## src/rtl/multdiv_sequencer.sv

```systemverilog
// multdiv_sequencer: issue/collect stage in front of the iterative multiplier
// and divider. Latches one request, fires a single start pulse to the selected
// unit, waits for its ready (with a hung-unit timeout) and holds the captured
// result until the consumer acknowledges it.
module multdiv_sequencer #(
   parameter int unsigned TIMEOUT = 40,
   parameter int unsigned CNT_W   = 6
) (
   input  logic        clock,
   input  logic        reset,
   input  logic        op_valid,
   input  logic        op_is_mult,
   input  logic        op_is_div,
   input  logic [31:0] op_a,
   input  logic [31:0] op_b,
   input  logic [4:0]  op_dest,
   output logic [31:0] unit_operandA,
   output logic [31:0] unit_operandB,
   output logic        ctrl_MULT,
   output logic        ctrl_DIV,
   input  logic [31:0] mult_result,
   input  logic        mult_exception,
   input  logic        mult_resultRDY,
   input  logic [31:0] div_result,
   input  logic        div_exception,
   input  logic        div_resultRDY,
   output logic        stall,
   output logic        result_valid,
   output logic [31:0] result,
   output logic        result_exception,
   output logic [4:0]  result_dest,
   input  logic        result_ack
);

   typedef enum logic [1:0] {
      S_IDLE,
      S_ISSUE,
      S_WAIT,
      S_DONE
   } state_t;

   state_t           state;
   state_t           state_nxt;
   logic [CNT_W-1:0] counter;
   logic             sel_mult;
   logic [4:0]       dest_q;

   logic             accept;
   logic             capture;
   logic             timed_out;
   logic             unit_rdy;
   logic             unit_exc;
   logic [31:0]      unit_res;

   // Last WAIT cycle: counter holds TIMEOUT-1, so the wait lasts TIMEOUT cycles.
   localparam logic [CNT_W-1:0] LAST_WAIT = CNT_W'(TIMEOUT - 1);

   assign stall = (state != S_IDLE);

   // State register.
   always_ff @(posedge clock) begin
      if (reset) state <= S_IDLE;
      else       state <= state_nxt;
   end

   // Next-state decode plus selected-unit response mux.
   always_comb begin
      state_nxt = state;
      accept    = 1'b0;
      capture   = 1'b0;
      timed_out = 1'b0;
      unit_rdy  = sel_mult ? mult_resultRDY : div_resultRDY;
      unit_exc  = sel_mult ? mult_exception : div_exception;
      unit_res  = sel_mult ? mult_result    : div_result;
      case (state)
         S_IDLE: begin
            if (op_valid && (op_is_mult || op_is_div)) begin
               accept    = 1'b1;
               state_nxt = S_ISSUE;
            end
         end
         S_ISSUE: state_nxt = S_WAIT;
         S_WAIT: begin
            // counter==0 masks a stale ready left high by the previous operation
            if ((counter != '0) && unit_rdy) begin
               capture   = 1'b1;
               state_nxt = S_DONE;
            end else if (counter == LAST_WAIT) begin
               timed_out = 1'b1;
               state_nxt = S_DONE;
            end
         end
         S_DONE: begin
            if (result_ack) state_nxt = S_IDLE;
         end
         default: state_nxt = S_IDLE;
      endcase
   end

   // Operand latch, start pulses, wait counter and result register.
   always_ff @(posedge clock) begin
      if (reset) begin
         unit_operandA    <= '0;
         unit_operandB    <= '0;
         ctrl_MULT        <= 1'b0;
         ctrl_DIV         <= 1'b0;
         counter          <= '0;
         sel_mult         <= 1'b0;
         dest_q           <= '0;
         result_valid     <= 1'b0;
         result           <= '0;
         result_exception <= 1'b0;
         result_dest      <= '0;
      end else begin
         ctrl_MULT <= 1'b0;
         ctrl_DIV  <= 1'b0;
         if (accept) begin
            unit_operandA <= op_a;
            unit_operandB <= op_b;
            dest_q        <= op_dest;
            sel_mult      <= op_is_mult;
            ctrl_MULT     <= op_is_mult;
            ctrl_DIV      <= ~op_is_mult;
         end
         if (state == S_ISSUE)     counter <= '0;
         else if (state == S_WAIT) counter <= counter + 1'b1;
         if (capture) begin
            result           <= unit_exc ? '0 : unit_res;
            result_exception <= unit_exc;
            result_dest      <= dest_q;
            result_valid     <= 1'b1;
         end else if (timed_out) begin
            result           <= '0;
            result_exception <= 1'b1;
            result_dest      <= dest_q;
            result_valid     <= 1'b1;
         end
         if ((state == S_DONE) && result_ack) result_valid <= 1'b0;
      end
   end

endmodule

```

## config.mk

```make
export PLATFORM = sky130hd
export DESIGN_NAME = multdiv_sequencer
export DESIGN_NICKNAME = d
export VERILOG_FILES = /design/src/rtl/multdiv_sequencer.sv
export SDC_FILE = /design/constraint.sdc
export NUM_CORES = 1
export LEC_CHECK = 0
export CAP_MARGIN = 20
export CORE_UTILIZATION = 42
export DETAILED_ROUTE_END_ITERATION = 8
export GPL_ROUTABILITY_DRIVEN = 0
export PLACE_DENSITY = 0.87
export SLEW_MARGIN = 0
export SYNTH_ARGS = -nofsm -noshare
export SYNTH_HDL_FRONTEND = slang
export SYNTH_SLANG_ARGS = --single-unit
```

## constraint.sdc

```tcl
create_clock -name clock -period 3.65 [get_ports clock]
set_input_delay 0.365 -clock clock [delete_from_list [all_inputs] [get_ports clock]]
set_output_delay 0.365 -clock clock [all_outputs]
set_load 0.1 [all_outputs]
```

After elaboration in Yosys (flattened, before gate mapping)
Index checks and enable logic that the tools add are counted.
Storage, ports and cells
  output and inout bits: 106
  bits in registers: 119
  logic and storage cells: 57
  bits of input ports: 143
Cells by class
  add/sub/neg operators: 1
  reduce and logical (&&, ||, !) cells: 12
  bitwise gates (word level): 2
  muxes and demuxes: 23
  eq/ne operators: 7
Operators by type and width (count)
  32-bit two-way mux: 4
  1-bit two-way mux: 12
  5-bit two-way mux: 2
  2-bit two-way mux: 4
  2-bit case mux with 4 select lines: 1
  6-bit by 1-bit adder with 6-bit output (second input constant): 1
  6-bit == test (second input constant): 1
  6-bit nonzero test: 1
  2-bit OR reduction: 3
  2-bit == test (second input constant): 2
  2-bit inequality test (second input constant): 2
  2-bit nonzero test: 2
  1-bit logical AND: 3
  3-bit inequality test (second input constant): 1
  3-bit AND reduction: 1
  2-bit by 1-bit == test with 1-bit output (second input constant): 1
  2-bit logical NOT: 1
  1-bit inverter: 2
  1-bit logical OR: 1

Longest topological paths before layout
  word-level depth: 6
  mapped depth: 8

Worst setup path after synthesis
No wires, ideal clock.
  path kind: register -> register
  start: register state[0]
  end: register unit_operandB[16]
  clock period less this slack: 2.072 ns
  stages on the path, launching flop included: 9
  slack: 1.578 ns
  data arrival time: 2.002 ns
  required time: 3.580 ns
  cells stage by stage: dfxtp_1 -> inv_1 -> ha_1 -> inv_1 -> or2_2 -> buf_2 -> buf_2 -> nand2_1 -> a21oi_1
Between the ends
  longest elaborated chain between the ends: 2
RTL lines
  start, declared: RTL line 42  | state_t state;
  start signal, assigned: RTL line 63  | else state <= state_nxt;
  2-bit logical NOT: RTL line 75  | case (state)
  1-bit two-way mux: RTL line 75
  end signal, assigned: RTL line 119  | unit_operandB <= op_b;
  end, declared: RTL line 18  | output logic [31:0] unit_operandB,
No other way between the ends.
A chain may end at the register's enable or synchronous reset.

Final worst setup path
  start: register state[0]
  end: output stall
Between the ends
  longest elaborated chain between the ends: 1
RTL lines
  2-bit nonzero test: RTL line 58  | assign stall = (state != S_IDLE);
  end, declared: RTL line 27  | output logic stall,
No other way between the ends.

==> results_dict.tcl <==
set metrics [dict create \
    synthTopCellsByArea "dfxtp_1 (51%), nand2_1 (11%), mux2i_1 (8.8%)" \
    path_delay_family "buffers and inverters" \
    fin_tns_setup_ns 0 \
    die-area_um2 11600 \
    num_rows 38 \
    synth_top_area_share_pct 50.9 \
    worst-r2r-setup-slack_ns 1.54 \
    cts_tree "built" \
    die_x_um 108 \
    cts.htree.levels 4 \
    status "finished, final reports clean" \
    rsz0062_at_grt "no" \
    grt_overflow 0 \
    cp.arrival_ns 2.51 \
    placement.cell_area_um2 7210 \
    drc 0 \
    crit_fanout 3 \
    synthArstFlopShare_pct 0 \
    ys_seq_area_share_pct 50.9 \
    syn_avg_cell_area_um2 8.73 \
    start_util_pct 43.2 \
    skew_ns 0.00794 \
    insertion_delay_ns 0.51 \
    nets 917 \
    yosysWarnings 0 \
    post-route-util_pct 72.2 \
    slowest_stage "clkdlybuf4s50_1" \
    cts_setup_buffers 0 \
    period_needed_ns 2.87 \
    diodes 0 \
    first_pass_iters 4 \
    path_class "flip-flop to output pin" \
    r2r_end "unit_operandB[8]" \
    grtUsageMet2_pct 41.4 \
    synth.most_common_cell "nand2_1" \
    vdd_drop_max_uv 423 \
    holdBufCountCts 0 \
    p_leak_uw 0.00277 \
    cts_buffers 17 \
    layout.cells.non_filler 921 \
    io_buffers 248 \
    power.density_nw_per_um2 644 \
    dpl.cell_count 889 \
    crit_path_start_kind "flip-flop" \
    relSlewSlack_pct 30.7 \
    die_h_um 108 \
    required_ns 3.28 \
    clkTransAtPathRegs_ns 0.05 \
    tightest_slew_ns 1.04 \
    synthCells 536 \
    ant_nets 0 \
    fin_area_um2 7820 \
    cp_common_cell "inv_1" \
    cts-root-buf "clkbuf_8" \
    drv_slew 0 \
    grt_pass1_vias 4419 \
    hold_depth 2 \
    coreArea_um2 10800 \
    finalHoldViolCount 0 \
    min_path_type "input pin to flip-flop" \
    synth_top_area_cell "dfxtp_1" \
    use_met1_pct 24.3 \
    initialDrtViolationCount 177 \
    post_drt_via_cell_ratio 4.94 \
    cts_buffer_depth 2 \
    r2r_cells 7 \
    slowest_delay_ns 1.16 \
    setup_viol 0 \
    cp-end-kind "output pin" \
    use_met3_pct 8.90 \
    gr-max-usage-layer "met2" \
    hp-start "reset" \
    numClockSinks 119 \
    worstHoldEndpoint "sel_mult" \
    vias 4551 \
    synth-main-ff-cell "dfxtp_1" \
    grt_pass1_wl_mm 20.8 \
    synth_area_um2 4680 \
    maxClockFrequency_mhz 348 \
    antenna_found_initial 0 \
    worst-path-buf-inv 3 \
    fillers 793 \
    grt_max_degree 65 \
    synth-edff-count 0 \
    area_growth_pct 67.2 \
    synthesis.nets 685 \
    wl_mm 13.8 \
    pin_count 249 \
    ys_seq_elements 119 \
    finalCritPeriodShare_pct 78.7 \
    layout-drive-gt1-share_pct 5.89 \
    wl_per_cell_um 15.0 \
    path_cells "inv_1 > ha_1 > inv_1 > clkdlybuf4s50_1" \
    timing.rr.start "state[0]" \
    yosys-top-cells-count "nand2_1 (143), dfxtp_1 (119), a21oi_1 (72)" \
    ctsResizeCount 0 \
    cap_violations 0 \
    synth.distinct_cells 30 \
    hpwl_mm 9.89 \
    grt_usage_pct 23.3 \
]
[cell type report]
cell class	instances	area [um^2]	share of cell area, %
repair buffers	254	2540	32.4
flip-flops and latches	119	2380	30.5
multi-input cells	338	1980	25.3
clock buffers	24	490	6.27
well taps	140	175	2.24
inverters	38	143	1.82
clock inverters	8	118	1.50
[sequential cells by signal (all words and copies together), names as in the netlist]
register	count
result	32
unit_operandA	32
unit_operandB	32
counter	6
dest_q	5
result_dest	5
state	2
ctrl_DIV	1
ctrl_MULT	1
result_exception	1
result_valid	1
sel_mult	1
[metrics by stage]
stage | hold slack (ns) | setup WS, ns | power (uW)
after floorplan | 0.437 | 1.58 | 2860
after global placement | 0.441 | 1.23 | 3330
after global routing | 0.393 | 0.689 | 5240
after CTS | 0.378 | 0.746 | 5070
final | 0.395 | 0.777 | 5040
after detailed placement | 0.445 | 1.12 | 3370
[worst register-to-register path, stage by stage, from the launching register on]
cell	delay, ns
dfxtp_1	0.33
inv_1	0.11
ha_1	0.22
inv_1	0.11
nor2_4	0.44
buf_4	0.53
nand2_1	0.13
a21oi_1	0.17
[cells by family after synthesis]
| family | share of synthesized area (%) |
|---|---|
| AND/OR/NAND/NOR | 15.4 |
| adder cells (fa/ha/maj) | 1.60 |
| AO/OA/AOI/OAI | 15.6 |
| multiplexers | 8.77 |
| buffers and inverters | 7.03 |
| XOR/XNOR | 0.749 |
| flip-flops | 50.9 |
[cells in the final DEF, fill, tap and decap left out, drive strengths merged, types with 4 or more instances in the layout]
master,count
inv,38
o32ai,32
buf,7
mux2i,41
clkdlybuf4s50,247
dfxtp,119
a21oi,73
clkbuf,24
nand2b,13
ha,6
nand2,143
clkinv,4
nor2,7
[layer usage]
layer | vias to the layer above | wire length, um
li1 | 2259 | -
met1 | 2073 | 5250
met2 | 193 | 6940
met3 | 26 | 1310
met4 | 0 | 290
met5 | - | 0
[worst max-delay path by stage]
stage	startpoint	endpoint	slack, ns	cells after the start
3_5_place_dp	op_is_mult	unit_operandB[6]	1.12	6
3_3_place_gp	op_is_mult	unit_operandA[12]	1.23	6
2_1_floorplan	state[0]	unit_operandB[16]	1.58	8
5_1_grt	state[0]	stall	0.69	4
4_1_cts	state[0]	stall	0.75	4
6_report	state[0]	stall	0.78	4
[report_power, final]
part           leakage, uW  internal, uW  switching (uW)
clock network     0.000301          1130             554
logic              0.00150           518            1320
registers         0.000968          1440            79.4
total              0.00277          3080            1950
No activity file was read; power rests on OpenSTA's default activity.
